File: src/rtl/mac_pkg.sv
// Shared constants and saturating-arithmetic helpers for the MAC and future adder-tree blocks.
// The helpers operate on a 64-bit signed carrier, so any accumulator up to 62 bits wide fits without loss.
package mac_pkg;

  localparam int DEF_IN_W        = 14;
  localparam int DEF_ACC_W       = 28;
  localparam int DEF_MULT_STAGES = 5;
  localparam int MAX_W           = 64;

  typedef logic signed [MAX_W-1:0] wide_t;

  typedef struct packed {
    logic signed [MAX_W-1:0] sum;
    logic                    sat_now;
  } sat_sum_t;

  function automatic wide_t sat_max(input int width);
    wide_t one;
    one = 64'sd1;
    return (one <<< (width - 1)) - 64'sd1;
  endfunction

  function automatic wide_t sat_min(input int width);
    return ~sat_max(width);
  endfunction

  // Operands are sign-extended width-bit values, so the 64-bit sum cannot overflow.
  // Comparing against the width-bit limits detects both same-sign overflow cases.
  function automatic sat_sum_t sat_add(input wide_t x, input wide_t y, input int width);
    sat_sum_t r;
    wide_t    s;
    s         = x + y;
    r.sum     = s;
    r.sat_now = 1'b0;
    if (s > sat_max(width)) begin
      r.sum     = sat_max(width);
      r.sat_now = 1'b1;
    end else if (s < sat_min(width)) begin
      r.sum     = sat_min(width);
      r.sat_now = 1'b1;
    end
    return r;
  endfunction

endpackage

File: src/rtl/mult_pipe.sv
// Signed full-precision multiplier: a combinational multiply followed by MULT_STAGES registers.
// The stages have no reset; the valid tag in the parent decides when the output is used.
module mult_pipe
  import mac_pkg::*;
#(
  parameter int IN_W        = DEF_IN_W,
  parameter int MULT_STAGES = DEF_MULT_STAGES
) (
  input  logic                   clk,
  input  logic signed [IN_W-1:0] a,
  input  logic signed [IN_W-1:0] b,
  output logic signed [2*IN_W-1:0] p
);

  logic signed [2*IN_W-1:0] stage [MULT_STAGES];

  always_ff @(posedge clk) begin
    stage[0] <= (2*IN_W)'(a) * (2*IN_W)'(b);
    for (int i = 1; i < MULT_STAGES; i++) begin
      stage[i] <= stage[i-1];
    end
  end

  assign p = stage[MULT_STAGES-1];

endmodule

File: src/rtl/mac_pipe_param.sv
// Pipelined signed multiply-accumulate with saturation and an optional dot-product mode.
// valid_in is a one-cycle qualifier with no backpressure; valid_out pulses for one cycle per result.
module mac_pipe_param
  import mac_pkg::*;
#(
  parameter int IN_W        = DEF_IN_W,
  parameter int ACC_W       = DEF_ACC_W,
  parameter int MULT_STAGES = DEF_MULT_STAGES,
  parameter int VEC_LEN     = 0
) (
  input  logic                    clk,
  input  logic                    reset,
  input  logic signed [IN_W-1:0]  a,
  input  logic signed [IN_W-1:0]  b,
  input  logic                    valid_in,
  output logic signed [ACC_W-1:0] f,
  output logic                    valid_out,
  output logic                    sat
);

  localparam int CNT_W = (VEC_LEN > 0) ? $clog2(VEC_LEN) + 1 : 1;

  if (ACC_W < 2*IN_W || ACC_W > MAX_W - 2 || MULT_STAGES < 1 || MULT_STAGES > 8 || VEC_LEN < 0) begin : g_bad_params
    $error("mac_pipe_param: illegal parameter combination");
  end

  logic signed [IN_W-1:0]   a_r, b_r;
  logic signed [2*IN_W-1:0] p;
  logic signed [ACC_W-1:0]  prod_r;
  logic [MULT_STAGES+1:0]   vld;
  logic [CNT_W-1:0]         cnt;
  logic                     sticky;

  logic                     vec_start, vec_end, sticky_next;
  logic signed [ACC_W-1:0]  acc_base;
  sat_sum_t                 add_res;

  mult_pipe #(.IN_W(IN_W), .MULT_STAGES(MULT_STAGES)) u_mult (
    .clk (clk),
    .a   (a_r),
    .b   (b_r),
    .p   (p)
  );

  always_comb begin
    vec_start   = (VEC_LEN != 0) && (cnt == '0);
    vec_end     = (VEC_LEN != 0) && (cnt == CNT_W'(VEC_LEN - 1));
    acc_base    = vec_start ? '0 : f;
    add_res     = sat_add(MAX_W'(acc_base), MAX_W'(prod_r), ACC_W);
    sticky_next = (vec_start ? 1'b0 : sticky) | add_res.sat_now;
  end

  always_ff @(posedge clk) begin
    if (reset) begin
      a_r       <= '0;
      b_r       <= '0;
      prod_r    <= '0;
      vld       <= '0;
      cnt       <= '0;
      sticky    <= 1'b0;
      f         <= '0;
      valid_out <= 1'b0;
      sat       <= 1'b0;
    end else begin
      if (valid_in) begin
        a_r <= a;
        b_r <= b;
      end
      vld       <= {vld[MULT_STAGES:0], valid_in};
      valid_out <= 1'b0;
      if (vld[MULT_STAGES]) begin
        prod_r <= ACC_W'(p);
      end
      if (vld[MULT_STAGES+1]) begin
        f <= add_res.sum[ACC_W-1:0];
        if (VEC_LEN == 0) begin
          valid_out <= 1'b1;
          sat       <= add_res.sat_now;
        end else begin
          // f shows the running partial sum; status is published only at the vector end
          sticky <= sticky_next;
          if (vec_end) begin
            valid_out <= 1'b1;
            sat       <= sticky_next;
            cnt       <= '0;
          end else begin
            cnt <= cnt + CNT_W'(1);
          end
        end
      end
    end
  end

endmodule

File: config.mk
export PLATFORM = sky130hd
export DESIGN_NAME = mac_pipe_param
export DESIGN_NICKNAME = d
export VERILOG_FILES = /design/src/rtl/mac_pkg.sv /design/src/rtl/mult_pipe.sv /design/src/rtl/mac_pipe_param.sv
export SDC_FILE = /design/constraint.sdc
export NUM_CORES = 1
export LEC_CHECK = 0
export ABC_AREA = 1
export CAP_MARGIN = 0
export CORE_MARGIN = 2
export CORE_UTILIZATION = 55
export CTS_BUF_LIST = sky130_fd_sc_hd__clkbuf_2
export DETAILED_ROUTE_END_ITERATION = 16
export PLACE_DENSITY = 0.74
export SLEW_MARGIN = 30
export SYNTH_ARGS = -nofsm -noshare
export SYNTH_HDL_FRONTEND = slang
export SYNTH_SLANG_ARGS = --single-unit
File: constraint.sdc
create_clock -name clk -period 14.6 [get_ports clk]
set_input_delay 2.92 -clock clk [delete_from_list [all_inputs] [get_ports clk]]
set_output_delay 2.92 -clock clk [all_outputs]
set_load 0.03 [all_outputs]
---- After elaboration in Yosys (flattened, before gate mapping) ----
Memory sizes are Yosys's and may differ from the RTL's. A register that Yosys moved wholly into a read port is not among the register bits.
Cells that the tools add are included.
W data, S select, Z words.
operators by class
  add/subtract/negate cells ............... 1
  multiply operators ...................... 1
  magnitude comparators ................... 2
  multiplexer cells ....................... 3
operator list
  cell                    number
  $mux W29                2
  $add A28 B28 Y29        1
  $gt A29 B28 Y1 const B  1
  $lt A29 B28 Y1 const B  1
  $mul A14 B14 Y28        1
  $mux W1                 1
storage, ports and cells
  register bits after elaboration ......... 65
  bits in writable memories ............... 140
  input port bits ......................... 31
  output and inout port bits .............. 30
  word-level logic and storage cells ...... 14
  memories kept ........................... 1
memories
  name          depth  width  read ports  clocked after Yosys merged registers in  wr ports  RTL line         text
  u_mult.stage  5      28     5           1                                        5         mult_pipe.sv:15  logic signed [2*IN_W-1:0] stage [MULT_STAGES];

---- Depth between registers and ports, before layout ----
Gate-level depths: netlist of run 1.
  depth in word-level cells ............... 4
  gate-level depth with buffers ........... 25
  depth with buffers taken out ............ 24

---- Modules after synthesis ----
Synthesis of run 1 repeated with hierarchy kept, for this count alone.
unflattened totals
  cell total of the unflattened synthesis .. 2056
  area, all modules ....................... 16480.8 µm²
by module, submodules not included
  module          times used  cells each  area an instance (µm²)  sequential area each (µm²)
  mult_pipe       1           1277        11220.8                 2802.7
  mac_pipe_param  1           779         5260.0                  1861.8

---- Worst setup path after synthesis of run 1 ----
Ideal clock, no wire load.
  path kind ............................... register -> register
  from .................................... register a_r[13]
  to ...................................... memory u_mult.stage[0][27] in the netlist's numbering
  setup time .............................. 118 ps
  arrival ................................. 5347 ps
  required time ........................... 14482 ps
  setup slack ............................. 9135 ps
  cell stages (with the launch flop) ...... 22
  path buffers ............................ 1
  clock period less this slack ............ 5465 ps
  cells stage by stage .................... dfxtp_1 -> clkbuf_1 -> nand2_1 -> fa_1 -> fa_1 -> inv_1 -> fa_1 -> inv_1 -> fa_1 -> inv_1 -> fa_1 -> inv_1 -> fa_1 -> inv_1 -> ha_1 -> nand2_1 -> nor2_1 -> nand2_1 -> nor4_1 -> nand2_1 -> nand3_1 -> xnor2_1
RTL lines
  element                   RTL line              text
  start: declaration        mac_pipe_param.sv:27  logic signed [IN_W-1:0] a_r, b_r;
  start signal: assignment  mac_pipe_param.sv:55  a_r <= '0;
  start signal: assignment  mac_pipe_param.sv:66  a_r <= a;
  end: declaration          mult_pipe.sv:15

==> reports/metrics.csv, run 1 <==
metric;value;unit
outcome;finished clean;
port bufs;60;
CP Launch Type;flop;
Ys Warns;0;
global route total overflow;0;
Hold WC Path Type;flop to flop;
EDFF count, synth;0;
vias in the first global route;12800;
Total Routing Usage GR;0.254;
power per cell area;113;nW/µm²
CP Cell Sequence;nand2_1, fa_1, fa_1, inv_1, fa_1, fa_1, fa_1, inv_1, fa_1, inv_1, ha_1, a21oi_1, o21ai_0, a211oi_1, nand3_1, xor2_1;
share of post-route cells with drive strength above 1;0.0645;
Slew Limit Fails;0;
Setup CP Type;flop to flop;
CP max FO;15;
Initial Utilization;0.562;
final hold slack;210;ps
Largest stage delay, worst path;720;ps
Worst Path Arrival;6930;ps
Synth-to-Final Area Change;9.23;%
register area;4670;µm²
clock-pin slew on the worst setup and hold paths;110;ps
first-pass GRT wire length;61500;µm
Hold Buf Count CTS;0;
post-synth cell types;34;
vias per cell;5.05;
post-route setup TNS;0;ps
vias;12100;
R2R setup slack;8340;ps
Wirelength per Cell;15.0;µm
Multi-input gate area;9310;µm²
power share of the sequential group;0.448;
ANT nets after route;0;
Internal;1.24;mW
register area share after synthesis;0.296;
First-pass DRT Iterations;5;
Resized cells post-CTS;0;
Detailed Route Iter0 Violations;704;
clock network power share;0.240;
Syn Inst Count;1899;
final setup fails;0;
Post-CTS Setup Bufs;0;
# fillers;2515;
Critical Path Most Common Cell;fa_1;
CTS Buffer Depth;3;
unrepaired setup endpoints after global routing;false;
Worst Hold Depth;0;
Worst Path Required;15270;ps
Sw Pwr;708;µW
period utilization;0.429;
Top Ports;61;
num rows;61;
Yosys reg bits;233;
Syn Nets;2221;
Hold Path Origin;u_mult.stage[0][13];
CTS Buf Count;60;
DRT Wirelength;36000;µm
Worst-Margin Slew;897;ps
overall power;1.95;mW
minimum clock period;6260;ps
maximum vdd drop;60.7;µV
Worst setup EP type;flop;
non-filler cells in the finished layout;2396;
Mapped Area;15700;µm²
CTS root buf;clkbuf_2;
final hold vios;0;
Residual DRC;0;
largest net degree at the start of global routing;85;
Max Freq;0.160;GHz
top_reg_cell synth;dfxtp_1;
commonest non-fill, non-tap cell in the layout;inv_1;
Final nets;2290;
Sink Count;233;
r2r worst-path depth;16;
Setup WS post-layout;8340;ps
Post-Place Cells;2284;
DIE WIDTH;173;µm
GPL Wtd Cong;0.935;
most frequent cells in the layout;inv_1, nand2_1, dfxtp_1;
die area;30000;µm²
static leakage;9.38;nW
hpwl dp;27900;µm
crit path max-delay cell type;dfxtp_1;
r2r startpoint;b_r[2];
Comb pwr share;0.312;
Sw Share;0.364;
terminus of the critical flop-to-flop path;u_mult.stage[0][24];
Core ar.;28000;µm²
Max Cap Viol;0;
H-tree depth;2;
Worst-Skew Late Latency;900;ps
max_slew headroom;0.401;
dpl ws;8470;ps
CTS tree;built;
die extent in y;173;µm
Post-Syn Area per Cell;8.29;µm²
Clock Skew;133;ps
FFs w/ async S/R, synth;0;
Hold Path Sink;u_mult.stage[1][13];
number of antenna violations at the first check in global routing;2;
## worst max-delay path: cells and delay by family (launching register included)
kind            cells  cell delay, ps
compound gates      3             860
xor+xnor            1             200
fa+ha+maj           7            3530
buf+inv             3             290
simple gates        2             470
flops               1             720
## final cells by class
class / count / share of cell area
diodes: 2 / 0.000291
clock buffers: 82 / 0.0239
clock inverters: 28 / 0.0103
inverters: 404 / 0.0882
multi-input cells: 1205 / 0.542
flip-flops and latches: 233 / 0.271
well taps: 378 / 0.0275
repair buffers: 64 / 0.0367
## state kept, by name (all words and copies together) (netlist names)
signal and count:
a_r 14, b_r 14, f 28, prod_r 28, sat 1, u_mult.stage 140
valid_out 1, vld 7
## per-stage QoR
| stage | cell area [µm²] | utilization |
|---|---|---|
| finish | 17200 | 0.614 |
| global route | 17200 | 0.614 |
| CTS | 17200 | 0.613 |
| detailed placement | 16600 | 0.592 |
| global placement | 16600 | 0.592 |
| floorplan | 15700 | - |
## Yosys cell counts, drive strengths merged (3+ instances only)
library cell / instances / area (µm²)
a211oi: 3 / 22.5
a21o: 3 / 22.5
a21oi: 76 / 444
buf: 5 / 48.8
clkbuf: 52 / 195
dfxtp: 233 / 4660
fa: 196 / 3920
ha: 95 / 1190
inv: 404 / 1520
nand2: 393 / 1490
nand3: 40 / 205
nand4: 8 / 50.1
nor2: 199 / 752
nor3: 12 / 65.1
o21ai: 105 / 526
o21bai: 11 / 82.6
or2: 4 / 25.0
xnor2: 18 / 158
xor2: 34 / 298
## power groups by stage
stage               Clock [mW]  Combinational (mW)  Sequential (mW)
floorplan                    0               0.475            0.851
global placement             0               0.603            0.881
detailed placement           0               0.613            0.889
CTS                      0.486               0.617            0.875
global route             0.518               0.709            0.891
finish                   0.466               0.608            0.872
## logic make-up (layout without fill, tap and decap cells)
group           Yosys count  after routing  synth area share
xor+xnor                 52             52            0.0289
compound gates          201            201            0.0712
buf+inv                 461            578             0.112
other cells               0              2                 0
flops                   233            233             0.296
simple gates            661            661             0.167
fa+ha+maj               291            291             0.325
## metal layers
metal | vias up | routed length, µm | global-route usage
met3 | 103 | 1980 | 0.0418
li1 | 5835 | - | -
met4 | 0 | 1470 | 0.112
met5 | - | 0 | 0
met1 | 5800 | 15200 | 0.319
met2 | 356 | 17300 | 0.432
## how the worst max path moves through the flow
stage | start | end | slack, ps | cells after the start
2_1_floorplan | a_r[13] | u_mult.stage[0][27] | 9130 | 21
3_3_place_gp | b_r[0] | u_mult.stage[0][24] | 8460 | 18
3_5_place_dp | b_r[2] | u_mult.stage[0][24] | 8470 | 16
4_1_cts | b_r[2] | u_mult.stage[0][24] | 8330 | 16
5_1_grt | b_r[2] | u_mult.stage[0][24] | 8060 | 16
6_report | b_r[2] | u_mult.stage[0][24] | 8340 | 16
No activity file was read; power rests on OpenSTA's default activity.
==> run 2, diff against run 1 <==
Settings changed: PLACE_DENSITY 0.74 to 0.77.
Clock period 14.6 ns to 5.1 ns, I/O delays scaled along.
==> run 2 against run 1 <==
Compared with the run above: the run now ends with setup timing left; combinational power rose to 5.1 times the previous value; sequential power rose to 2.8 times the previous value; register-to-register slack worse by 8600 ps; clock power rose to 2.7 times the previous value; fmax up 17%; clock-buffer cell count down 1; clock skew down 21 ps; final cell count up 6.6%; wire length up 8.2%; non-clock buffer count up 169; worst setup slack worse by 8600 ps; critical path type unchanged; critical endpoint is now u_mult.stage[0][21].
==> reports/metrics.csv, run 2 (synthesized netlist as in run 1, its figures left out) <==
metric;value;unit;change
die extent in y;173;µm;unchanged
die area;30000;µm²;unchanged
final hold slack;275;ps;was 210 ps
CP max FO;5;;was 15
GPL Wtd Cong;0.907;;was 0.935
Setup CP Type;flop to flop;;unchanged
max_slew headroom;0.340;;was 0.401
share of post-route cells with drive strength above 1;0.218;;was 0.0645
Worst Path Arrival;6100;ps;was 6930 ps
Final Util;0.695;;was 0.614
violated checks;setup timing;;
Worst-Margin Slew;987;ps;was 897 ps
Worst-Skew Late Latency;900;ps;about the same
# fillers;2212;;was 2515
largest net degree at the start of global routing;37;;was 85
r2r worst-path depth;21;;was 16
hpwl dp;29200;µm;was 27900 µm
Top Ports;61;;unchanged
power per cell area;351;nW/µm²;was 113 nW/µm²
commonest non-fill, non-tap cell in the layout;inv_1;;unchanged
Total Routing Usage GR;0.267;;was 0.254
clock-pin slew on the worst setup and hold paths;130;ps;was 110 ps
R2R setup slack;-270;ps;was 8340 ps
maximum vdd drop;260;µV;was 60.7 µV
unrepaired setup endpoints after global routing;true;;was false
Clock Skew;112;ps;was 133 ps
terminus of the critical flop-to-flop path;u_mult.stage[0][21];;was u_mult.stage[0][24]
static leakage;10.4;nW;was 9.38 nW
outcome;finished with violations;;was finished clean
vias per cell;5.03;;was 5.05
number of antenna violations at the first check in global routing;1;;was 2
final hold vios;0;;unchanged
H-tree depth;2;;unchanged
Sw Pwr;2.50;mW;was 708 µW
CTS Buffer Depth;3;;unchanged
Sink Count;233;;unchanged
Max Cap Viol;0;;unchanged
CP endpoint;u_mult.stage[0][21];;was u_mult.stage[0][24]
Sw Share;0.366;;was 0.364
Final Cell Area;19500;µm²;was 17200 µm²
power share of the sequential group;0.360;;was 0.448
Detailed Route Iter0 Violations;860;;was 704
CP Launch Type;flop;;unchanged
minimum clock period;5370;ps;was 6260 ps
most frequent cells in the layout;inv_1, nand2_1, dfxtp_1;;unchanged
First-pass DRT Iterations;7;;was 5
non-filler cells in the finished layout;2554;;was 2396
overall power;6.83;mW;was 1.95 mW
period utilization;1.05;;was 0.429
Comb pwr share;0.456;;was 0.312
Wirelength per Cell;15.2;µm;was 15.0 µm
Worst setup EP type;flop;;unchanged
Largest regs;u_mult.stage: 140 flops, f: 28 flops, prod_r: 28 flops;;unchanged
Worst Path Required;5830;ps;was 15270 ps
Max Freq;0.186;GHz;was 0.160 GHz
Setup WS post-layout;-266;ps;was 8340 ps
DRT Wirelength;38900;µm;was 36000 µm
Placed Area;17700;µm²;was 16600 µm²
clock network power share;0.184;;was 0.240
port bufs;60;;unchanged
Synth-to-Final Area Change;23.8;%;was 9.23%
ANT nets after route;0;;unchanged
Slew Limit Fails;0;;unchanged
final setup fails;13;;was 0
r2r startpoint;a_r[7];;was b_r[2]
num rows;61;;unchanged
Crit. Startpoint;a_r[7];;was b_r[2]
vias in the first global route;13700;;was 12.8k
Residual DRC;0;;unchanged
CTS Buf Count;56;;was 60
CTS root buf;clkbuf_2;;unchanged
post-route setup TNS;-2010;ps;was 0 ps
DIE WIDTH;173;µm;unchanged
Internal;4.33;mW;was 1.24 mW
Hold WC Path Type;flop to flop;;unchanged
dpl ws;-617;ps;was 8470 ps
Core ar.;28000;µm²;unchanged
Final nets;2455;;was 2290
Post-Place Cells;2408;;was 2284
first-pass GRT wire length;64900;µm;was 61500 µm
vias;12900;;was 12.1k
global route total overflow;0;;unchanged
Initial Utilization;0.562;;unchanged
Largest register FFs;140;;unchanged
largest reg by FF count;u_mult.stage;;unchanged
CTS tree;built;;unchanged
==> run 2: worst min-delay path by stage <==
stage	start	endpoint	slack, ps	depth (start not counted)
2_1_floorplan	u_mult.stage[0][0]	u_mult.stage[1][0]	310	0
3_3_place_gp	u_mult.stage[2][11]	u_mult.stage[3][11]	310	0
3_5_place_dp	u_mult.stage[1][14]	u_mult.stage[2][14]	310	0
4_1_cts	u_mult.stage[1][15]	u_mult.stage[2][15]	310	0
5_1_grt	u_mult.stage[0][6]	u_mult.stage[1][6]	300	0
6_report	u_mult.stage[0][6]	u_mult.stage[1][6]	280	0
==> run 2: area by class of cell <==
type                    count  area, µm²  area share
multi-input cells        1205      10100       0.521
flip-flops and latches    233       4740       0.243
repair buffers            233       2060       0.106
inverters                 404       1520      0.0781
well taps                 378        473      0.0243
clock buffers              81        405      0.0208
clock inverters            18        134     0.00687
diodes                      2       5.00    0.000257
==> run 2: worst max-delay path, cell delays in order, from the launching register on <==
cell and delay, ps:
dfxtp_4 390, buf_12 130, buf_6 120, nand2_1 50, inv_1 50, fa_2 580
fa_2 450, fa_1 530, fa_1 430, fa_1 490, inv_1 60, fa_1 510
inv_1 70, ha_4 270, buf_4 120, nand4_1 110, buf_6 150, nor2_4 100
nand4_1 170, nand3_2 160, buf_4 120, xor2_1 120
==> run 2: timing repair <==
| item | in CTS | in global routing |
|---|---|---|
| resized for setup | 142 | 112 |
| pin swaps | 53 | 82 |
| buffers inserted | 28 | 18 |
| endpoints found under the setup margin | 18 | 18 |
| gates cloned | 0 | 0 |
| hold buffers | 0 | 0 |
==> run 2: power by group through the flow <==
stage               clock network [mW]  registers, mW  logic (mW)
global placement                     0           2.49        2.24
finish                            1.26           2.46        3.12
floorplan                            0           2.44        1.43
detailed placement                   0           2.51        2.30
CTS                               1.30           2.47        2.74
global route                      1.41           2.51        3.43
==> run 2: metal layers <==
layer  wire length (µm)  track usage  vias to the layer above
met3               1630       0.0376                      110
met1              15800        0.322                     6237
li1                   -            -                     6177
met5                  0            0                        -
met4               1530        0.114                        0
met2              19900        0.478                      335
